File: config.mk
export PLATFORM = sky130hd
export DESIGN_NAME = axil_cpu_master
export DESIGN_NICKNAME = d
export VERILOG_FILES = /design/src/rtl/axil_pkg.sv /design/src/rtl/axil_cpu_master.sv
export SDC_FILE = /design/constraint.sdc
export NUM_CORES = 1
export LEC_CHECK = 0
export BUFFER_PORTS_ARGS = -buffer_cell sky130_fd_sc_hd__buf_2
export CAP_MARGIN = 20
export CORE_MARGIN = 2
export CORE_UTILIZATION = 43
export CTS_CLUSTER_SIZE = 16
export DETAILED_ROUTE_END_ITERATION = 6
export PLACE_DENSITY_LB_ADDON = 0.3
export SYNTH_ARGS = -nofsm -noshare
export SYNTH_HDL_FRONTEND = slang
export SYNTH_SLANG_ARGS = --single-unit
File: constraint.sdc
create_clock -name aclk -period 1.6 [get_ports aclk]
set_input_delay 0.32 -clock aclk [delete_from_list [all_inputs] [get_ports aclk]]
set_output_delay 0.32 -clock aclk [all_outputs]
set_load 0.01 [all_outputs]
File: src/rtl/axil_pkg.sv
// Shared types and constants for the CPU-to-AXI4-Lite bridge.
package axil_pkg;

    typedef enum logic [2:0] {
        ST_IDLE,
        ST_WR_REQ,
        ST_WR_RESP,
        ST_RD_REQ,
        ST_RD_RESP,
        ST_DONE
    } state_e;

    localparam logic [1:0] RESP_OKAY   = 2'b00;
    localparam logic [1:0] RESP_SLVERR = 2'b10;
    localparam logic [1:0] RESP_DECERR = 2'b11;

    localparam logic [2:0] PROT_INSTR  = 3'b100;
    localparam logic [2:0] PROT_DATA   = 3'b000;

endpackage

File: src/rtl/axil_cpu_master.sv
// Turns each CPU valid/ready request into exactly one AXI4-Lite read or write.
// mem_ready pulses one cycle after the final B/R handshake; valids hold until their own handshake.
module axil_cpu_master
    import axil_pkg::*;
#(
    parameter int ADDR_WIDTH = 32,
    parameter int DATA_WIDTH = 32,
    parameter int STRB_WIDTH = DATA_WIDTH / 8
) (
    input  logic                  aclk,
    input  logic                  aresetn,

    input  logic                  mem_valid,
    input  logic                  mem_instr,
    input  logic [ADDR_WIDTH-1:0] mem_addr,
    input  logic [DATA_WIDTH-1:0] mem_wdata,
    input  logic [STRB_WIDTH-1:0] mem_wstrb,
    output logic                  mem_ready,
    output logic [DATA_WIDTH-1:0] mem_rdata,
    output logic                  mem_error,
    output logic                  bus_error_seen,

    output logic [ADDR_WIDTH-1:0] m_axil_awaddr,
    output logic [2:0]            m_axil_awprot,
    output logic                  m_axil_awvalid,
    input  logic                  m_axil_awready,
    output logic [DATA_WIDTH-1:0] m_axil_wdata,
    output logic [STRB_WIDTH-1:0] m_axil_wstrb,
    output logic                  m_axil_wvalid,
    input  logic                  m_axil_wready,
    input  logic [1:0]            m_axil_bresp,
    input  logic                  m_axil_bvalid,
    output logic                  m_axil_bready,
    output logic [ADDR_WIDTH-1:0] m_axil_araddr,
    output logic [2:0]            m_axil_arprot,
    output logic                  m_axil_arvalid,
    input  logic                  m_axil_arready,
    input  logic [DATA_WIDTH-1:0] m_axil_rdata,
    input  logic [1:0]            m_axil_rresp,
    input  logic                  m_axil_rvalid,
    output logic                  m_axil_rready
);

    state_e                state_q, state_d;
    logic [ADDR_WIDTH-1:0] addr_q, addr_d;
    logic [DATA_WIDTH-1:0] wdata_q, wdata_d;
    logic [STRB_WIDTH-1:0] wstrb_q, wstrb_d;
    logic                  instr_q, instr_d;
    logic                  aw_done_q, aw_done_d;
    logic                  w_done_q, w_done_d;
    logic [1:0]            resp_q, resp_d;
    logic [DATA_WIDTH-1:0] rdata_q, rdata_d;
    logic                  err_seen_q, err_seen_d;

    always_ff @(posedge aclk) begin
        if (!aresetn) begin
            state_q    <= ST_IDLE;
            addr_q     <= '0;
            wdata_q    <= '0;
            wstrb_q    <= '0;
            instr_q    <= 1'b0;
            aw_done_q  <= 1'b0;
            w_done_q   <= 1'b0;
            resp_q     <= RESP_OKAY;
            rdata_q    <= '0;
            err_seen_q <= 1'b0;
        end else begin
            state_q    <= state_d;
            addr_q     <= addr_d;
            wdata_q    <= wdata_d;
            wstrb_q    <= wstrb_d;
            instr_q    <= instr_d;
            aw_done_q  <= aw_done_d;
            w_done_q   <= w_done_d;
            resp_q     <= resp_d;
            rdata_q    <= rdata_d;
            err_seen_q <= err_seen_d;
        end
    end

    always_comb begin
        state_d        = state_q;
        addr_d         = addr_q;
        wdata_d        = wdata_q;
        wstrb_d        = wstrb_q;
        instr_d        = instr_q;
        aw_done_d      = aw_done_q;
        w_done_d       = w_done_q;
        resp_d         = resp_q;
        rdata_d        = rdata_q;
        err_seen_d     = err_seen_q;
        m_axil_awvalid = 1'b0;
        m_axil_wvalid  = 1'b0;
        m_axil_bready  = 1'b0;
        m_axil_arvalid = 1'b0;
        m_axil_rready  = 1'b0;
        mem_ready      = 1'b0;
        mem_error      = 1'b0;

        case (state_q)
            ST_IDLE: begin
                aw_done_d = 1'b0;
                w_done_d  = 1'b0;
                if (mem_valid) begin
                    addr_d  = mem_addr;
                    wdata_d = mem_wdata;
                    wstrb_d = mem_wstrb;
                    instr_d = mem_instr;
                    state_d = (|mem_wstrb) ? ST_WR_REQ : ST_RD_REQ;
                end
            end
            ST_WR_REQ: begin
                // AW and W retire independently; leave once both have handshaken
                m_axil_awvalid = !aw_done_q;
                m_axil_wvalid  = !w_done_q;
                if (!aw_done_q && m_axil_awready) aw_done_d = 1'b1;
                if (!w_done_q && m_axil_wready)   w_done_d  = 1'b1;
                if (aw_done_d && w_done_d)        state_d   = ST_WR_RESP;
            end
            ST_WR_RESP: begin
                m_axil_bready = 1'b1;
                if (m_axil_bvalid) begin
                    resp_d  = m_axil_bresp;
                    state_d = ST_DONE;
                    if (m_axil_bresp != RESP_OKAY) err_seen_d = 1'b1;
                end
            end
            ST_RD_REQ: begin
                m_axil_arvalid = 1'b1;
                if (m_axil_arready) state_d = ST_RD_RESP;
            end
            ST_RD_RESP: begin
                m_axil_rready = 1'b1;
                if (m_axil_rvalid) begin
                    rdata_d = m_axil_rdata;
                    resp_d  = m_axil_rresp;
                    state_d = ST_DONE;
                    if (m_axil_rresp != RESP_OKAY) err_seen_d = 1'b1;
                end
            end
            ST_DONE: begin
                // CPU drops mem_valid this cycle, so IDLE is entered without resampling it
                mem_ready = 1'b1;
                mem_error = (resp_q != RESP_OKAY);
                state_d   = ST_IDLE;
            end
            default: state_d = ST_IDLE;
        endcase
    end

    assign mem_rdata      = rdata_q;
    assign bus_error_seen = err_seen_q;
    assign m_axil_awaddr  = addr_q;
    assign m_axil_awprot  = PROT_DATA;
    assign m_axil_wdata   = wdata_q;
    assign m_axil_wstrb   = wstrb_q;
    assign m_axil_araddr  = addr_q;
    assign m_axil_arprot  = instr_q ? PROT_INSTR : PROT_DATA;

endmodule
======== Word-level counts from Yosys, hierarchy flattened ========
Index checks and enable logic that the tools add are counted.
cells by class
  muxes and demuxes ....................... 29
  reduce and logical (&&, ||, !) cells .... 17
  eq/ne operators ......................... 12
operators by type and width
  cell                                                                    number
  3-bit 2-to-1 mux                                                        6
  1-bit 2-to-1 mux                                                        15
  3-bit one-hot mux with 5 select lines                                   1
  2-bit inequality test (second input constant)                           7
  5-bit AND reduction                                                     2
  2-bit nonzero test                                                      5
  3-bit by 2-bit equality test with 1-bit output (second input constant)  2
  3-bit equality test (second input constant)                             2
  2-bit 2-to-1 mux                                                        3
  1-bit one-hot mux with 2 select lines                                   3
  2-bit one-hot mux with 2 select lines                                   1
  2-bit AND reduction                                                     2
  4-bit OR reduction                                                      1
  3-bit by 1-bit equality test with 1-bit output (second input constant)  1
  1-bit logical AND                                                       3
  3-bit zero test                                                         1
  3-bit AND reduction                                                     1
  1-bit zero test                                                         2
storage, ports and cells
  bits in registers ....................... 109
  logic and storage cells ................. 68
  output and inout bits ................... 146

======== Depth between registers and ports, before layout ========
Gate-level depths: netlist of run 1.
  word-level depth ........................ 7
  depth in mapped cells ................... 8

======== Worst setup path before layout of run 1 ========
OpenSTA, ideal clock, no wires.
  kind .................................... flip-flop to flip-flop
  start ................................... register state_q[1]
  end ..................................... register wdata_q[10] (netlist: m_axil_wdata[10])
  clock period less this slack ............ 1.400 ns
  stages on the path, launching flop included .. 8
  required time ........................... 1.468 ns
  library setup time ...................... 0.132 ns
  buffers on the path ..................... 4
  path slack .............................. 0.200 ns
  arrival time ............................ 1.268 ns
  path through ............................ dfxtp_1 buf_2 or3_1 buf_2 buf_6 buf_6 nand2_1 a21oi_1
between the ends
  cells in the longest elaborated chain, start to end .. 2
RTL lines
  what                                  line                    text
  from (decl)                           axil_cpu_master.sv:44   state_e state_q, state_d;
  from (signal assigned)                axil_cpu_master.sv:68   state_q <= state_d;
  3-bit zero test                       axil_cpu_master.sv:100  case (state_q)
  2-bit AND reduction (no source line)  --
  to (signal assigned)                  axil_cpu_master.sv:70   wdata_q <= wdata_d;
  to (decl)                             axil_cpu_master.sv:46   logic [DATA_WIDTH-1:0] wdata_q, wdata_d;
No other way between the ends.
A chain may end at the register's enable or synchronous reset.

======== Final worst setup path of run 1 ========
  start ................................... register state_q[2]
  end ..................................... output port mem_error
between the ends
  cells in the longest elaborated chain, start to end .. 2
RTL lines
  what                 line                    text
  3-bit equality test  axil_cpu_master.sv:100
  1-bit 2-to-1 mux     axil_cpu_master.sv:100
  to (decl)            axil_cpu_master.sv:20   output logic mem_error,
No other way between the ends.

==> impl_metrics.tcl, run 1 <==
set metrics [dict create \
    status "complete, no violations" \
    hold_slack_ps 191 \
    nNetsFinal 868 \
    slew_violations 0 \
    critPathMaxStageDelay_ps 360 \
    ys_seq_elements 109 \
    drt_iter0_markers 163 \
    yosysTopAreaCell "dfxtp_1" \
    crit_family "flip-flops" \
    synth_commonest_cells "210 x nand2_1, 109 x dfxtp_1, 59 x a21oi_1, 45 x a21boi_0, 44 x buf_4" \
    place_congestion 0.805 \
    antenna_found_initial 0 \
    portBuffers 253 \
    path_clk_slew_ps 100 \
    synth_top_area_share 0.501 \
    nFillCells 934 \
    worstPathRequired_ps 1280 \
    worst-path-buf-inv 2 \
    syn_to_final_growth_pct 34.0 \
    clock_latency_ps 360 \
    dp_hpwl_um 8600 \
    max_clock_freq_ghz 0.631 \
    async_reset_ff_frac 0 \
    drc 0 \
    diodes 0 \
    worst_hold_path_type "input pin to flop" \
    tritoncts "yes" \
    dr.pass1.iters 4 \
    vias 4204 \
    ys.flop_type "dfxtp_1" \
    wl_um 11600 \
    io_pins 259 \
    synth_warnings 0 \
    slowest_stage "dfxtp_4" \
    synth.distinct_cells 34 \
    crit_path_start_kind "flop" \
    synth-edff-count 0 \
    drv_cap 0 \
    path_class "flop to primary output" \
    h-tree-depth 3 \
    viasPerCell 4.71 \
    rsz0062_at_grt "true" \
    critPathArrivalTime_ps 1270 \
    rows 36 \
    numCtsBuffers 9 \
    synth_area_per_cell_sq_um 8.09 \
    p_per_area_mw_per_mm2 1300 \
    synth_area_sq_mm 0.00435 \
    grt_first_pass_wirelength_um 18300 \
    ant_nets 0 \
    numClockSinks 109 \
    post-synth-top-count-cell "nand2_1" \
    cts-root-buf "clkbuf_8" \
    fin_cells 893 \
    p_leak_nw 2.84 \
    core_area_sq_mm 0.00982 \
    grt_util_all_layers 0.204 \
    seq_area_frac_synth 0.501 \
    hold_viol_final 0 \
    cp_max_fo 7 \
    peakVddDrop_v 0.000630 \
    hold_buffers 0 \
    period_share 0.991 \
    grt_pass1_vias 3924 \
    placed_cells 871 \
    die_w_um 105 \
    fin_worst_skew_ps 10.1 \
    grt_max_degree 47 \
    fin_crit_ps 1590 \
    die_y_um 105 \
    setup_viol 0 \
    avgRoutedWirePerCell_um 12.9 \
    gr-total-overflow 0 \
    cts_buffer_depth 2 \
    crit_path_end_kind "primary output" \
    synth.area.top_cells "dfxtp_1 50%, nand2_1 18%, a21boi_0 7.8%, buf_4 7.6%, a21oi_1 6.8%" \
    postSynthCellCount 538 \
    design.die.area_sq_mm 0.0109 \
    path_cells "buf_6 > and3b_1 > o21a_1 > buf_2" \
    start_util 0.443 \
    drive_gt1_frac 0.401 \
]
[timing repair]
| item | CTS | global route |
|---|---|---|
| setup buffers | 2 | 4 |
| endpoints found under the setup margin | 5 | 6 |
| resized for setup | 16 | 2 |
| pin swaps | 2 | 5 |
[report_power, final]
group	total, mW	switching, mW	internal, mW	leakage, nW
Sequential	3.37	0.247	3.12	0.891
Combinational	2.45	1.40	1.06	1.84
Clock	1.77	0.889	0.883	0.107
Total	7.60	2.53	5.06	2.84
[tightest hold or removal path, cell delays in order]
cell and delay (ps):
buf_2 90, nand2_1 40, a21oi_1 50
[sequential cells by signal (all words and copies together) (netlist names)]
| signal | cells |
|---|---|
| resp_q | 2 |
| m_axil_araddr | 32 |
| state_q | 3 |
| instr_q | 1 |
| m_axil_wstrb | 4 |
| mem_rdata | 32 |
| w_done_q | 1 |
| aw_done_q | 1 |
| m_axil_wdata | 32 |
| bus_error_seen | 1 |
[through the flow]
| stage | worst slack, ps | instance area [sq um] | total power, mW | TNS, ps | util |
|---|---|---|---|---|---|
| final | 14.5 | 5830 | 7.60 | 0 | 0.594 |
| after CTS | -11.0 | 5800 | 7.64 | -18.1 | 0.590 |
| after floorplan | 200 | 4370 | 4.97 | 0 | - |
| after detailed placement | 68.3 | 5530 | 5.80 | 0 | 0.563 |
| after global placement | 142 | 5530 | 5.73 | 0 | 0.563 |
| after global routing | -81.9 | 5830 | 8.10 | -254 | 0.594 |
[routing by layer]
layer	vias to the layer above	global-route usage	share of wire
met4	0	0.0714	0.013
li1	2122	-	-
met2	170	0.370	0.51
met3	11	0.0555	0.082
met1	1901	0.231	0.40
met5	-	0	0
[layout make-up]
cell class              count  area, sq um  share of cell area
clock buffers              10          128              0.0219
clock inverters             6         86.3              0.0148
inverters                   2         7.51             0.00129
well taps                 133          166              0.0285
multi-input cells         357         1720               0.295
flip-flops and latches    109         2190               0.376
repair buffers            276         1530               0.262
[logic make-up (layout without fill, tap and decap cells)]
family,after synthesis,count (layout),synth area share
AO/OA/AOI/OAI,116,116,0.167
buffers and inverters,76,294,0.112
flip-flops,109,109,0.501
AND/OR/NAND/NOR,234,234,0.214
other,1,5,0.000862
multiplexers,2,2,0.00460
[final timing paths]
kind | start | end | slack [ps] | cells past startpoint
worst max-delay path | state_q[2] | mem_error | 10 | 4
worst min-delay path | m_axil_rdata[12] | mem_rdata[12] | 190 | 3
worst max register to register | state_q[2] | m_axil_araddr[8] | 40 | 5
worst min register to register | mem_rdata[29] | mem_rdata[29] | 460 | 2
[placed cells by master, fill, tap and decap left out, types with 5 or more instances in the layout]
cell        n
conb_1      5
clkbuf_8    9
dfxtp_1   106
buf_4      11
buf_12      6
nor2_1      7
a21boi_0   45
buf_2     254
nand2_1   209
buf_6       5
a21oi_1    59
Power figures use the tool's default switching activity.
==> run 2: changes to the inputs <==
--- a/config.mk
+++ b/config.mk
@@ -9,7 +9,7 @@
 export CAP_MARGIN = 20
 export CORE_MARGIN = 2
 export CORE_UTILIZATION = 43
-export CTS_CLUSTER_SIZE = 16
+export CTS_CLUSTER_SIZE = 25
 export DETAILED_ROUTE_END_ITERATION = 6
 export PLACE_DENSITY_LB_ADDON = 0.3
 export SYNTH_ARGS = -nofsm -noshare
==> constraint.sdc (replaced) <==
create_clock -name aclk -period 1.6 [get_ports aclk]
set_input_delay 0.32 -clock aclk [delete_from_list [all_inputs] [get_ports aclk]]
set_output_delay 0.32 -clock aclk [all_outputs]
set_load 0.005 [all_outputs]
==> run 2 against run 1 <==
  * Clock power barely moved
  * Sequential share of layout area grew 0.19 points
  * Worst setup slack improved by 13 ps
  * Largest power group unchanged
  * First-iteration DRC count is 11% lower
  * Non-clock buffer count down 3
  * Via count is 0.40% lower
  * Largest cell class unchanged
==> impl_metrics.tcl, run 2 (synthesized netlist as in run 1, its figures left out) <==
set metrics [dict create \
    core_area_sq_mm 0.00982 \
    setup_viol 0 \
    viasPerCell 4.70 \
    p_leak_nw 2.82 \
    portBuffers 253 \
    syn_to_final_growth_pct 33.4 \
    nFillCells 932 \
    final_cell_mix "253 x buf_2, 209 x nand2_1, 106 x dfxtp_1" \
    grt_first_pass_wirelength_um 18300 \
    cts_buffer_depth 2 \
    placed_cell_area_sq_mm 0.00553 \
    tritoncts "yes" \
    grt_util_all_layers 0.204 \
    slew_violations 0 \
    ant_nets 0 \
    hold_buffers 0 \
    multiInputGateArea_sq_mm 0.00172 \
    worstPathRequired_ps 1280 \
    place_congestion 0.805 \
    path_clk_slew_ps 100 \
    cts-root-buf "clkbuf_8" \
    hold_start "m_axil_rdata[12]" \
    rsz0062_at_grt "true" \
    design.die.area_sq_mm 0.0109 \
    numClockSinks 109 \
    worst_hold_path_type "input pin to flop" \
    vias 4187 \
    fin_crit_ps 1570 \
    crit_path_start_kind "flop" \
    critPathArrivalTime_ps 1250 \
    h-tree-depth 3 \
    max_clock_freq_ghz 0.636 \
    mostFrequentLayoutCell "buf_2" \
    r2r-start "state_q[2]" \
    fin_worst_skew_ps 9.31 \
    die_y_um 105 \
    status "complete, no violations" \
    drc 0 \
    wl_um 11500 \
    path_class "flop to primary output" \
    placed_cells 871 \
    period_share 0.983 \
    p_per_area_mw_per_mm2 1270 \
    peakVddDrop_v 0.000622 \
    clock_latency_ps 360 \
    crit_start "state_q[2]" \
    crit_path_end_kind "primary output" \
    io_pins 259 \
    avgRoutedWirePerCell_um 12.9 \
    cp_max_fo 7 \
    die_w_um 105 \
    start_util 0.443 \
    drive_gt1_frac 0.398 \
    numCtsBuffers 9 \
    final-seq-area_sq_mm 0.00219 \
    dr.pass1.iters 4 \
    diodes 0 \
    fin_area_sq_mm 0.00580 \
    dp_hpwl_um 8600 \
    gr-total-overflow 0 \
    grt_pass1_vias 3922 \
    antenna_found_initial 0 \
    hold_viol_final 0 \
    nNetsFinal 865 \
    fin_cells 890 \
    grt_max_degree 47 \
    rows 36 \
    drt_iter0_markers 145 \
    drv_cap 0 \
]
==> run 2: power by group <==
part / leakage (nW) / switching [mW] / internal, mW
Sequential: 0.891 / 0.247 / 3.12
Clock: 0.107 / 0.894 / 0.883
Combinational: 1.82 / 1.18 / 1.02
==> run 2: worst max-delay path, cell delays in order (launching register included) <==
cell     delay, ps
dfxtp_4        360
buf_6          130
and3b_1        190
o21a_1         100
buf_2          120
==> run 2: final timing paths <==
check                                        end  cells after the start  slack (ps)
worst max-delay path                   mem_error                      4          30
worst min-delay path               mem_rdata[12]                      3         190
worst min register to register     mem_rdata[29]                      2         460
worst max register to register  m_axil_araddr[8]                      5          40
==> run 2: metal layers <==
layer | vias up | global-route usage | wire (um)
met2 | 171 | 0.370 | 5770
met1 | 1883 | 0.231 | 4590
met4 | 0 | 0.0714 | 195
met5 | - | 0 | 0
li1 | 2117 | - | -
met3 | 16 | 0.0555 | 938
==> run 2: layout make-up <==
class | count | area share
Tap cell | 133 | 0.0287
Sequential cell | 109 | 0.378
Multi-Input combinational cell | 357 | 0.296
Clock inverter | 6 | 0.0149
Inverter | 2 | 0.00129
Clock buffer | 10 | 0.0220
Timing Repair Buffer | 273 | 0.259
==> run 2: metrics by stage <==
step / hold slack [ps] / total power, mW / util / setup TNS [ps] / setup slack, ps
floorplan: 444 / 4.76 / - / 0 / 200
global placement: 439 / 5.51 / 0.563 / 0 / 142
detailed placement: 446 / 5.58 / 0.563 / 0 / 68.3
CTS: 163 / 7.42 / 0.590 / 0 / 6.73
global route: 169 / 7.85 / 0.591 / -173 / -60.1
finish: 188 / 7.35 / 0.591 / 0 / 27.8
==> run 2: repair_timing <==
item,in CTS,in global routing
pin swaps,2,3
buffers inserted,2,1
setup endpoints to repair,5,5
gates resized for setup,14,2
==> run 3: changes to the inputs <==
--- a/config.mk
+++ b/config.mk
@@ -8,7 +8,7 @@
 export BUFFER_PORTS_ARGS = -buffer_cell sky130_fd_sc_hd__buf_2
 export CAP_MARGIN = 20
 export CORE_MARGIN = 2
-export CORE_UTILIZATION = 43
+export CORE_UTILIZATION = 47
 export CTS_CLUSTER_SIZE = 25
 export DETAILED_ROUTE_END_ITERATION = 6
 export PLACE_DENSITY_LB_ADDON = 0.3
==> constraint.sdc (replaced) <==
create_clock -name aclk -period 1.95 [get_ports aclk]
set_input_delay 0.39 -clock aclk [delete_from_list [all_inputs] [get_ports aclk]]
set_output_delay 0.39 -clock aclk [all_outputs]
set_load 0.005 [all_outputs]
==> run 3 against run 2 <==
  * Critical path depth is 1 lower
  * First-iteration DRC count decreased by 27%
  * Routed wire length decreased by 5.4%
  * Critical endpoint unchanged
  * Largest cell class unchanged
  * Largest power group unchanged
==> impl_metrics.tcl, run 3 (synthesized netlist as in run 1, its figures left out) <==
set metrics [dict create \
    status "complete, no violations" \
    worst_hold_path_type "input pin to flop" \
    h-tree-depth 3 \
    utilization 0.611 \
    avgRoutedWirePerCell_um 12.7 \
    fin_worst_skew_ps 11.7 \
    crit_family "flip-flops" \
    crit_cells 3 \
    holdPathStages 3 \
    numCtsBuffers 9 \
    hold_viol_final 0 \
    drt_iter0_markers 106 \
    path_clk_slew_ps 110 \
    critPathArrivalTime_ps 1430 \
    crit_path_start_kind "flop" \
    grt_util_all_layers 0.208 \
    final_cell_mix "253 x buf_2, 210 x nand2_1, 109 x dfxtp_1" \
    placed_cell_area_sq_mm 0.00538 \
    fin_crit_ps 1820 \
    mostFrequentLayoutCell "buf_2" \
    place_congestion 0.858 \
    path_cells "and3b_1 > o21a_1 > buf_2" \
    max_clock_freq_ghz 0.549 \
    drc 0 \
    ant_nets 0 \
    p_leak_nw 2.72 \
    grt_max_degree 51 \
    io_pins 259 \
    grt_first_pass_wirelength_um 17000 \
    peakVddDrop_v 0.000455 \
    period_share 0.934 \
    diodes 0 \
    die_w_um 100 \
    grt_pass1_vias 3742 \
    dp_hpwl_um 8060 \
    cp_max_fo 14 \
    setup_tns_ps 0 \
    slowest_stage "dfxtp_1" \
    drv_cap 0 \
    syn_to_final_growth_pct 27.9 \
    place_ws_ps 263 \
    crit_start "state_q[0]" \
    drive_gt1_frac 0.379 \
    path_class "flop to primary output" \
    die_y_um 100 \
    start_util 0.478 \
    nNetsFinal 854 \
    r2r-start "state_q[0]" \
    post_cts_buffers 0 \
    antenna_found_initial 0 \
    hold_start "m_axil_rdata[12]" \
    cts_buffer_depth 2 \
    clock_latency_ps 360 \
    wl_um 10900 \
    gr-total-overflow 0 \
    slew_violations 0 \
    crit_path_end_kind "primary output" \
    worstPathRequired_ps 1560 \
    rsz0062_at_grt "false" \
    portBuffers 253 \
    core_area_sq_mm 0.00911 \
    design.die.area_sq_mm 0.0100 \
    dr.pass1.iters 4 \
    viasPerCell 4.81 \
    tritoncts "yes" \
    rows 35 \
    worst-path-buf-inv 1 \
    numClockSinks 109 \
    reg2reg_depth 5 \
    fin_area_sq_mm 0.00557 \
    vias 4124 \
    p_per_area_mw_per_mm2 1010 \
    setup_viol 0 \
    cts-root-buf "clkbuf_8" \
    setup_ws_ps 129 \
    critPathMaxStageDelay_ps 610 \
]
==> run 3: worst reg2reg max path, delay by kind of cell (launching register included) <==
| kind | cells | cell delay [ps] |
|---|---|---|
| AO/OA/AOI/OAI | 1 | 200 |
| buffers and inverters | 1 | 370 |
| flip-flops | 1 | 610 |
| AND/OR/NAND/NOR | 3 | 480 |
==> run 3: worst paths after layout <==
kind              slack, ps           endpoint
setup / recovery        130          mem_error
hold / removal          250      mem_rdata[12]
setup reg to reg        220  m_axil_araddr[15]
hold reg to reg         460      mem_rdata[15]
==> run 3: layer usage <==
layer	vias up	share of wire	track usage
met2	181	0.48	0.357
met3	24	0.091	0.0620
met5	-	0	0
met1	1828	0.40	0.241
met4	0	0.024	0.0896
li1	2091	-	-
==> run 3: repair_timing <==
| item | CTS | global route |
|---|---|---|
| hold buffers | 0 | 0 |
| gates resized for setup | 0 | 1 |
| endpoints found under the setup margin | 0 | 2 |
==> run 3: per-stage QoR <==
step	hold WS (ps)	instances	power [mW]
2_1_floorplan	444	542	3.91
3_3_place_gp	439	841	4.38
3_5_place_dp	443	841	4.43
4_1_cts	236	857	5.69
5_1_grt	242	857	6.00
6_report	252	857	5.63
==> run 3: layout make-up <==
class / count / area [sq um]
multi-input combinational: 357 / 1710
inverter: 2 / 7.51
timing repair buffer: 262 / 1350
clock buffer: 10 / 138
tap: 111 / 139
clock inverter: 6 / 45.0
sequential: 109 / 2180
fill: 837 / 3540
==> run 3: report_power, final <==
group	internal, mW	total [mW]	leakage [nW]	switching, mW
combinational	0.694	1.57	1.74	0.877
sequential	2.56	2.79	0.889	0.236
clock	0.510	1.27	0.0970	0.757
